File: config.mk
export PLATFORM = sky130hd
export DESIGN_NAME = pc_seq
export DESIGN_NICKNAME = d
export VERILOG_FILES = /design/src/rtl/pc_seq.sv
export SDC_FILE = /design/constraint.sdc
export NUM_CORES = 1
export LEC_CHECK = 0
export ABC_AREA = 1
export CAP_MARGIN = 15
export CORE_MARGIN = 8
export CORE_UTILIZATION = 30
export CTS_CLUSTER_DIAMETER = 30
export CTS_CLUSTER_SIZE = 24
export DETAILED_ROUTE_END_ITERATION = 10
export PLACE_DENSITY = 0.57
export SYNTH_ARGS = -nofsm -noshare
export SYNTH_HDL_FRONTEND = slang
export SYNTH_SLANG_ARGS = --single-unit
File: constraint.sdc
create_clock -name clk -period 1.89 [get_ports clk]
set_clock_uncertainty 0.2 [all_clocks]
set_input_delay 0.189 -clock clk [delete_from_list [all_inputs] [get_ports clk]]
set_output_delay 0.189 -clock clk [all_outputs]
set_load 0.02 [all_outputs]
File: src/rtl/pc_seq.sv
// Fetch-stage PC sequencer: owns the fetch PC, handshakes with instruction memory,
// applies hazard stalls and keeps D-stage redirects alive while fetch is blocked.
module pc_seq #(
    parameter logic [31:0] RESET_PC = 32'h0000_3000
) (
    input  logic        clk,
    input  logic        reset,
    input  logic        c_stall,
    input  logic        c_redirect,
    input  logic [31:0] v_target,
    input  logic        i_ack,
    input  logic [31:0] i_rdata,
    output logic        i_req,
    output logic [31:0] i_addr,
    output logic [31:0] a_PC,
    output logic        c_fd_we,
    output logic        c_fd_valid,
    output logic [31:0] v_instr,
    output logic [31:0] v_pc_F
);

    typedef enum logic {S_REQ, S_HOLD} state_t;

    state_t      r_state, w_state_nxt;
    logic [31:0] r_pc;
    logic [31:0] r_buf;
    logic        r_pend_v;
    logic [31:0] r_pend_tgt;

    logic [31:0] w_tgt;
    logic [31:0] w_nxt;
    logic        w_pc_upd;
    logic        w_buf_ld;

    // Targets are word aligned; low bits from D are ignored.
    assign w_tgt = v_target & ~32'h3;
    assign w_nxt = c_redirect ? w_tgt : r_pend_v ? r_pend_tgt : r_pc + 32'd4;

    assign a_PC   = r_pc;
    assign i_addr = r_pc;
    assign v_pc_F = r_pc;

    always_comb begin
        w_state_nxt = r_state;
        w_pc_upd    = 1'b0;
        w_buf_ld    = 1'b0;
        i_req       = 1'b0;
        c_fd_we     = 1'b0;
        c_fd_valid  = 1'b0;
        v_instr     = 32'd0;
        if (!reset) begin
            // Flush F/D with a bubble while reset is held.
            c_fd_we = 1'b1;
        end else begin
            case (r_state)
                S_REQ: begin
                    i_req = 1'b1;
                    if (i_ack && !c_stall) begin
                        c_fd_we    = 1'b1;
                        c_fd_valid = 1'b1;
                        v_instr    = i_rdata;
                        w_pc_upd   = 1'b1;
                    end else if (i_ack && c_stall) begin
                        w_buf_ld    = 1'b1;
                        w_state_nxt = S_HOLD;
                    end else if (!c_stall) begin
                        c_fd_we = 1'b1;
                    end
                end
                S_HOLD: begin
                    if (!c_stall) begin
                        c_fd_we     = 1'b1;
                        c_fd_valid  = 1'b1;
                        v_instr     = r_buf;
                        w_pc_upd    = 1'b1;
                        w_state_nxt = S_REQ;
                    end
                end
                default: w_state_nxt = S_REQ;
            endcase
        end
    end

    always_ff @(posedge clk) begin
        if (!reset) begin
            r_state    <= S_REQ;
            r_pc       <= RESET_PC;
            r_buf      <= 32'd0;
            r_pend_v   <= 1'b0;
            r_pend_tgt <= 32'd0;
        end else begin
            r_state <= w_state_nxt;
            if (w_buf_ld)
                r_buf <= i_rdata;
            if (w_pc_upd) begin
                r_pc     <= w_nxt;
                r_pend_v <= 1'b0;
            end else if (c_redirect) begin
                // Latest redirect wins until the next delivery consumes it.
                r_pend_v   <= 1'b1;
                r_pend_tgt <= w_tgt;
            end
        end
    end

endmodule

==> summary.txt <==
STA
  – Fmax: 0.543 GHz
  – Hold WS: roughly 0.036 ns
  – Hold Vio Cnt, Final: 0
  – RSZ-0062 raised after global routing: yes
  – Slew Viols, Final: 0
  – Period utilisation layout: a little over nine tenths
  – Setup ws final: between 0.04 and 0.05 ns
  – Minimum clock period: 1.84 ns
  – Setup TNS: 0 ns
  – Final setup fails: 0

Pwr
  – Peak supply drop: 0.542 mV
  – Leakage power: approximately 4.0 nW
  – PwrDens: 654 nW/um^2

Cells and area
  – Post-Layout Cell Count: between 1000 and 1500
  – # diodes: 0
  – Final Util: 44.1%
  – Share of cells above drive strength 1: about 18%
  – Final #Nets: between 1000 and 1500
  – Synth-to-Final Area Change: 45.2%
  – Fill cells: 1975

Routing
  – Antenna viol nets, final: 0
  – Post-route DRC: 0
  – Vias: around 6000
  – First DRT Iteration DRCs: 324
  – Total wire length: around 19 mm
  – Via/cell ratio: 4.71
  – First-pass DRT Iterations: 5
  – DR WL/cell: approximately 15 um

Setup path
  – Critical Path Sink Type: primary output
  – Startpoint Class: register
  – Max stage delay on crit path: 0.63 ns
  – Slowest CP cell: clkdlybuf4s50_1
  – Arrival time worst endpoint: between 1 and 1.5 ns
  – Critical setup path kind: reg -> out
  – Worst EP required: roughly 1.5 ns
  – Max Fanout on Critical Path: 4
  – CP cell instances: nor2_1 -> clkdlybuf4s50_1

Synth
  – Ys async rst share: 0%
  – Area leader, netlist: dfxtp_1
  – Primary FF master, synth: dfxtp_1
  – Avg Inst Size Synth: 6.60 sq um
  – Share of the synthesized area in the top cell type: between 30% and 40%
  – Synth warn: 0
  – Cells after Synth: between 800 and 900
  – Top cells by count, synth: nand2_1, dfxtp_1, o21ai_0
  – Post-synthesis register bit count: 94
  – Post-synthesis cell type count: 40
  – Post-synthesis sequential area ratio: 33.2%
  – Post-synth EDFFs: 0
  – Mapped Area: between 5000 and 6000 sq um
  – Most frequent cell after synthesis: nand2_1
  – Synth area leaders: dfxtp_1, nand2_1, buf_4

Worst hold path
  – HP Class: in -> reg

Global route
  – Antenna violations before repair: 2
  – First-pass GRT wire length: 30.6 mm
  – Grt total ovfl: 0
  – Vias in the first global route: ~6000
  – GRT Util Overall: 16.0%
  – Largest net degree at the start of global routing: 39

Placed design
  – Dpl cells: about 1300
  – Pre-CTS setup slack: -0.440 ns
  – Final GP Congestion: around 0.86
  – DP HPWL: approximately 15 mm
  – Input/output buffers: roughly 190

Floorplanning
  – Vert. Die Dim: between 150 and 200 um
  – Starting density of the core: between 30% and 40%
  – Num rows: 50
  – Die width: around 150 um
  – # IOs: 200
  – Core region area: about 19000 sq um
  – Die area: around 24000 sq um

Clock tree
  – Skew-Pair Late Insertion Delay: 0.35 ns
  – CTS tree: built
  – Clk buf depth: 2
  – H-tree depth: 3
  – Clk sinks: between 90 and 100
  – # hold bufs at CTS: 0
  – Clock slew at reported path FFs: around 0.070 ns
  – CTS buffer count: 9
  – Root buffer cell: clkbuf_16

Run
  – Maxcap violations: 0

Outcome
  – Outcome: complete, no violations
-- routing by layer --
metal	vias up	share of wire [%]	global-route usage (%)
met5	-	0.14	0
met4	4	1.7	5.27
met3	24	7.9	5.89
met2	167	45	25.6
met1	2742	46	19.4
li1	3111	-	-
-- layout make-up --
class                      instances  area [sq um]  area share (%)
clock inverter                     6          70.1           0.852
clock buffer                      10           229            2.78
timing repair buffer             281          2580            31.4
sequential                        94          1890            23.0
inverter                          69           270            3.29
multi-input combinational        589          2890            35.2
tap                              234           293            3.56
-- cells by family (layout without fill, tap and decap cells) --
group / Yosys count / count (layout) / share of synthesized area (%)
fa+ha+maj: 1 / 1 / 0.221
compound gates: 186 / 186 / 18.4
other cells: 1 / 6 / 0.0662
flops: 94 / 94 / 33.2
xor+xnor: 9 / 9 / 1.39
buf+inv: 181 / 366 / 17.5
simple gates: 387 / 387 / 29.2
-- where the power goes --
group | switching [W] | internal, W
clock | 0.000864 | 0.00104
sequential | 0.0000822 | 0.00211
combinational | 0.000708 | 0.000572
-- path summary, 6_finish.rpt --
check                             startpoint                    endpoint  slack [ns]  cells past startpoint
setup / recovery          r_state$_SDFF_PN0_                       i_req        0.05                      2
setup reg to reg        a_PC[3]$_SDFFE_PN0P_       a_PC[20]$_SDFFE_PN0P_        0.12                     11
hold reg to reg   r_pend_tgt[6]$_SDFFE_PN0P_  r_pend_tgt[6]$_SDFFE_PN0P_        0.26                      2
hold / removal                    c_redirect        a_PC[4]$_SDFFE_PN0P_        0.04                      3
-- sequential cells by signal, summed over array words and instances, names as in the netlist --
signal	cells
r_buf	32
a_PC	30
r_pend_tgt	30
r_pend_v	1
r_state	1
-- layout by cell type (no fill, tap or decap), types with 4 or more instances in the layout --
cell type        instances
nor2_2                   6
buf_4                   94
buf_2                   17
buf_6                    4
nand2_4                  4
dfxtp_1                 89
o21ai_1                 25
or2_2                    7
nand4_1                 25
nand2_1                240
o221ai_1                 5
clkbuf_16                9
o22ai_1                 12
a21oi_1                 60
clkinvlp_4               4
nand3_1                 38
dfxtp_2                  4
a21oi_2                 10
clkdlybuf4s50_1         76
o21ai_0                 61
nor2_4                   8
xnor2_1                  6
nor2_1                  50
buf_12                  10
dlygate4sd2_1           58
conb_1                   6
dlymetal6s2s_1          22
inv_1                   65
-- critical path, delay by kind of cell (launching register included) --
| kind | cells | cell delay, ns |
|---|---|---|
| buffers and inverters | 1 | 0.63 |
| flip-flops | 1 | 0.37 |
| AND/OR/NAND/NOR | 1 | 0.10 |
-- through the flow --
stage | instance area (sq um) | total power [W]
after floorplan | 5680 | 0.00297
after global placement | 7910 | 0.00357
after detailed placement | 7910 | 0.00358
after CTS | 7990 | 0.00541
after global routing | 8230 | 0.00566
final | 8230 | 0.00538
-- what timing repair did --
action | CTS | global route
endpoints found under the hold margin | 0 | 0
setup endpoints to repair | 120 | 83
pin swaps | 0 | 6
gates resized for setup | 220 | 93
buffers inserted | 0 | 5
Power figures use the tool's default switching activity.
==> variant 1: new RTL, same flow settings <==
Reset style: asynchronous (`reset`), changed in one clocked block.
--- a/src/rtl/pc_seq.sv
+++ b/src/rtl/pc_seq.sv
@@ -83,3 +83,3 @@
 
-    always_ff @(posedge clk) begin
+    always_ff @(posedge clk or negedge reset) begin
         if (!reset) begin
Behaviour: differs if reset is asserted again (counterexample within 4 cycles, from zero or initial values and one cycle with reset low); with reset held inactive, the same outputs for 4 cycles.
==> variant 1 against the original RTL <==
Via count decreased by 10%; critical path type unchanged; count of clock-buffer cells in the layout unchanged; area after synthesis increased by 4.8%; sequential cell count unchanged; wire length decreased by 3.4%; critical path depth increased by 3; setup slack got worse by 32 ps; highest routed layer unchanged; critical endpoint is now v_instr[28]; design area increased by 4.3%.
Power is not compared: it rests on default switching activity, and its combinational part moved more than twofold at a synthesized area within 25%.
==> variant 1: results <==
metrics = {
    "setup_path": {
        "rr_startpoint": "a_PC[2]",
        "cp_max_fo": 10,
        "startpoint": "r_state",
        "ff2ff_setup_slack_ps": 70,
        "r2r_cells": 10,
        "r2r-end": "a_PC[26]",
    },
    "logic_synthesis": {
        "synth_top_area_cell": "dfrtp_1",
        "yosysSeqAreaShare": 0.3966,
        "synth_compound_area_frac": 0.1092,
        "synth-async-reset-ratio": 1.000,
        "synth_area_leaders": "dfrtp_1, nand2_1, buf_4, mux2_2, a21oi_1",
        "synthMuxAreaShare": 0.08915,
        "syn_inst": 764,
        "yosys.area_share.adder": 0.002107,
        "synth-xor-area-share": 0.01328,
        "ys_top_cells_by_count": "nand2_1, dfrtp_1, a21oi_1",
    },
    "placement": {
        "gp_congestion": 0.8393,
        "placed_cell_area_um2": 8050,
        "pre_cts_ws_ps": -357.4,
        "dp_hpwl_mm": 13.95,
    },
    "cells_and_area": {
        "n_fill_cell": 1958,
        "final_nets": 1013,
        "instances_no_fill": 1214,
        "multi_input_area_share": 0.3387,
        "final_util": 0.4410,
        "multi_input_area_um2": 2907,
        "drive_above_1_share": 0.2416,
        "multiInputCombCellCount": 530,
        "antenna_cells": 1,
        "inverters": 47,
        "clock_cell_area_share": 0.03776,
        "seq_area_frac": 0.2750,
        "layout.nonclk_buf_frac": 0.2891,
    },
    "route": {
        "vias": 5434,
        "dr.first_iter.drc_count": 283,
        "drt_wl_total_mm": 18.61,
    },
    "global_routing": {
        "antenna_found_initial": 4,
        "grt_usage": 0.1510,
        "grt_pass1_wl_mm": 29.32,
        "grt_max_degree": 56,
    },
    "status": {
        "outcome": "finished clean",
    },
    "sta": {
        "hold_slack_ps": 73.98,
    },
    "min_path": {
        "hold_class": "in2async",
    },
}
==> variant 1: cell types whose count changed in the layout (fill, tap and decap cells not counted), moves of 15 or more <==
cell and change:
dfrtp_1 +88, buf_4 -20, o21ai_0 -29, dfxtp_1 -89, inv_1 -22, mux2_2 +36, o21ai_1 -24, nand4_1 -25
a21oi_2 +19, buf_2 -15, nand2_1 -20
==> variant 1: worst max path at each step <==
stage | end | slack (ps)
CTS | v_instr[30] | -60
global route | a_PC[18] | -70
floorplan | a_PC[24] | 40
finish | v_instr[28] | 20
global placement | v_instr[1] | -350
detailed placement | v_instr[30] | -360
==> variant 1: timing repair <==
item | in CTS | in global routing
setup endpoints to repair | 111 | 77
setup buffers | 2 | 6
hold endpoints to repair | 39 | 0
gates cloned | 0 | 0
pin swaps | 0 | 15
hold buffers | 3 | 0
resized for setup | 237 | 88
==> variant 1: layer usage <==
metal / vias up / global-route usage / routed length (µm) / part of all wire
li1: 2753 / - / - / -
met1: 2477 / 0.1998 / 8601 / 0.46
met2: 176 / 0.2256 / 8103 / 0.44
met3: 20 / 0.05681 / 1612 / 0.087
met4: 8 / 0.04073 / 242 / 0.013
met5: - / 0 / 50 / 0.0027
==> variant 1: power breakdown <==
part	total, W	leakage [nW]	internal (W)	switching (W)
combinational	0.00295	2.78	0.00130	0.00165
sequential	0.00277	1.12	0.00242	0.000346
clock	0.00200	0.154	0.00119	0.000811
total	0.00772	4.05	0.00491	0.00280
==> variant 1: worst max-delay path: stages, from the launching register on <==
cell and delay [ps]:
dfrtp_2 460, nor2_4 150, buf_6 160, nand2_1 70, a21oi_2 150, buf_6 140
==> variant 2: new RTL, same flow settings <==
Without the edit above. Change the parameter `RESET_PC` from 32'h0000_3000 to 32'h00001800.
--- a/src/rtl/pc_seq.sv
+++ b/src/rtl/pc_seq.sv
@@ -3,3 +3,3 @@
 module pc_seq #(
-    parameter logic [31:0] RESET_PC = 32'h0000_3000
+    parameter logic [31:0] RESET_PC = 32'h00001800
 ) (
Function: changed (Yosys sat finds a counterexample within 4 cycles, from zero or initial values and one cycle with reset low).
==> variant 2 against the original RTL <==
Count of clock-buffer cells in the layout is the same; sequential cell count is the same; area after synthesis shrank 1.5%; critical path type unchanged; wire length shrank 0.10%; global-route usage grew 0.14 points; register-to-register slack lost 20 ps; design area shrank 1.3%; maximum frequency grew 0.64%; total power shrank 3.3%; sequential power is essentially flat; setup slack gained 12 ps.
==> variant 2: results <==
metrics = {
    "cells_and_area": {
        "n_fill_cell": 1924,
        "final_nets": 1107,
        "drive_above_1_share": 0.1710,
    },
    "global_routing": {
        "grt_max_degree": 42,
        "gr-usage-met1": 0.1949,
        "grt_usage": 0.1611,
        "antenna_found_initial": 3,
        "grt_use_met2": 0.2650,
        "met3_usage": 0.06098,
        "grt_pass1_vias": 5912,
    },
    "status": {
        "outcome": "finished clean",
    },
    "route": {
        "vias": 6006,
        "wl_per_cell_um": 15.09,
        "drt_wl_total_mm": 19.24,
        "drtPass1Iterations": 6,
        "dr.first_iter.drc_count": 303,
    },
    "logic_synthesis": {
        "synth_area_leaders": "dfxtp_1, nand2_1, buf_4, o21ai_0, a21oi_1",
        "synth-xor-area-share": 0.01413,
        "syn_inst": 856,
        "ys_types": 37,
        "yosys.area_share.adder": 0.002243,
        "yosysSeqAreaShare": 0.3374,
        "ys_top_cells_by_count": "nand2_1, dfxtp_1, o21ai_0",
        "synth_compound_area_frac": 0.1803,
    },
    "power_and_ir_drop": {
        "pg_clk_w": 0.00173,
        "p_leak_nw": 4.031,
        "combPwrFrac": 0.243,
        "ir_worst_vdd_v": 0.0004147,
    },
    "placement": {
        "pre_cts_ws_ps": -418.3,
        "gp_congestion": 0.8413,
    },
    "setup_path": {
        "max_stage_delay_ps": 600,
    },
    "clock_tree": {
        "ctsResizeCount": 210,
    },
}
[variant 2: cell count changes in the layout (fill, tap and decap cells not counted), moves of 4 or more]
| cell | unedited run | this run |
|---|---|---|
| a21oi_1 | 60 | 67 |
| a21oi_2 | 10 | 3 |
| buf_6 | 4 | 0 |
| clkdlybuf4s50_1 | 76 | 80 |
| dlygate4sd2_1 | 58 | 43 |
| dlymetal6s2s_1 | 22 | 32 |
| o21ai_0 | 61 | 68 |
[variant 2: critical path: cells and delay by family, from the launching register on]
family                 cells  cell delay, ps
buffers and inverters      2             730
DFF                        1             360
[variant 2: final timing paths]
path / startpoint / to / slack, ps / depth (start not counted)
max: a_PC[3] / a_PC[3] / 60 / 2
min: c_redirect / r_pend_v / 120 / 3
max reg2reg: r_state / r_pend_tgt[13] / 100 / 10
min reg2reg: r_pend_tgt[19] / r_pend_tgt[19] / 250 / 2
[variant 2: cells by family (layout without fill, tap and decap cells)]
family,after synthesis,in the layout
and+or+nand+nor,385,385
AOI/OAI and AO/OA,187,187
buffers and inverters,179,359
DFF,94,94
xor gates and xnor gates,9,9
adders and majority gates,1,1
other,1,6
[variant 2: area by class of cell]
| class | instances | area share |
|---|---|---|
| multi-input combinational | 588 | 0.3495 |
| timing repair buffer | 276 | 0.3158 |
| tap | 234 | 0.03606 |
| clock inverter | 5 | 0.004161 |
| clock buffer | 10 | 0.02943 |
| inverter | 68 | 0.03159 |
| sequential | 94 | 0.2335 |
[variant 2: metal layers]
metal | vias up | part of all wire
li1 | 3084 | -
met3 | 18 | 0.093
met5 | - | 0.0021
met2 | 208 | 0.45
met4 | 6 | 0.0086
met1 | 2690 | 0.44
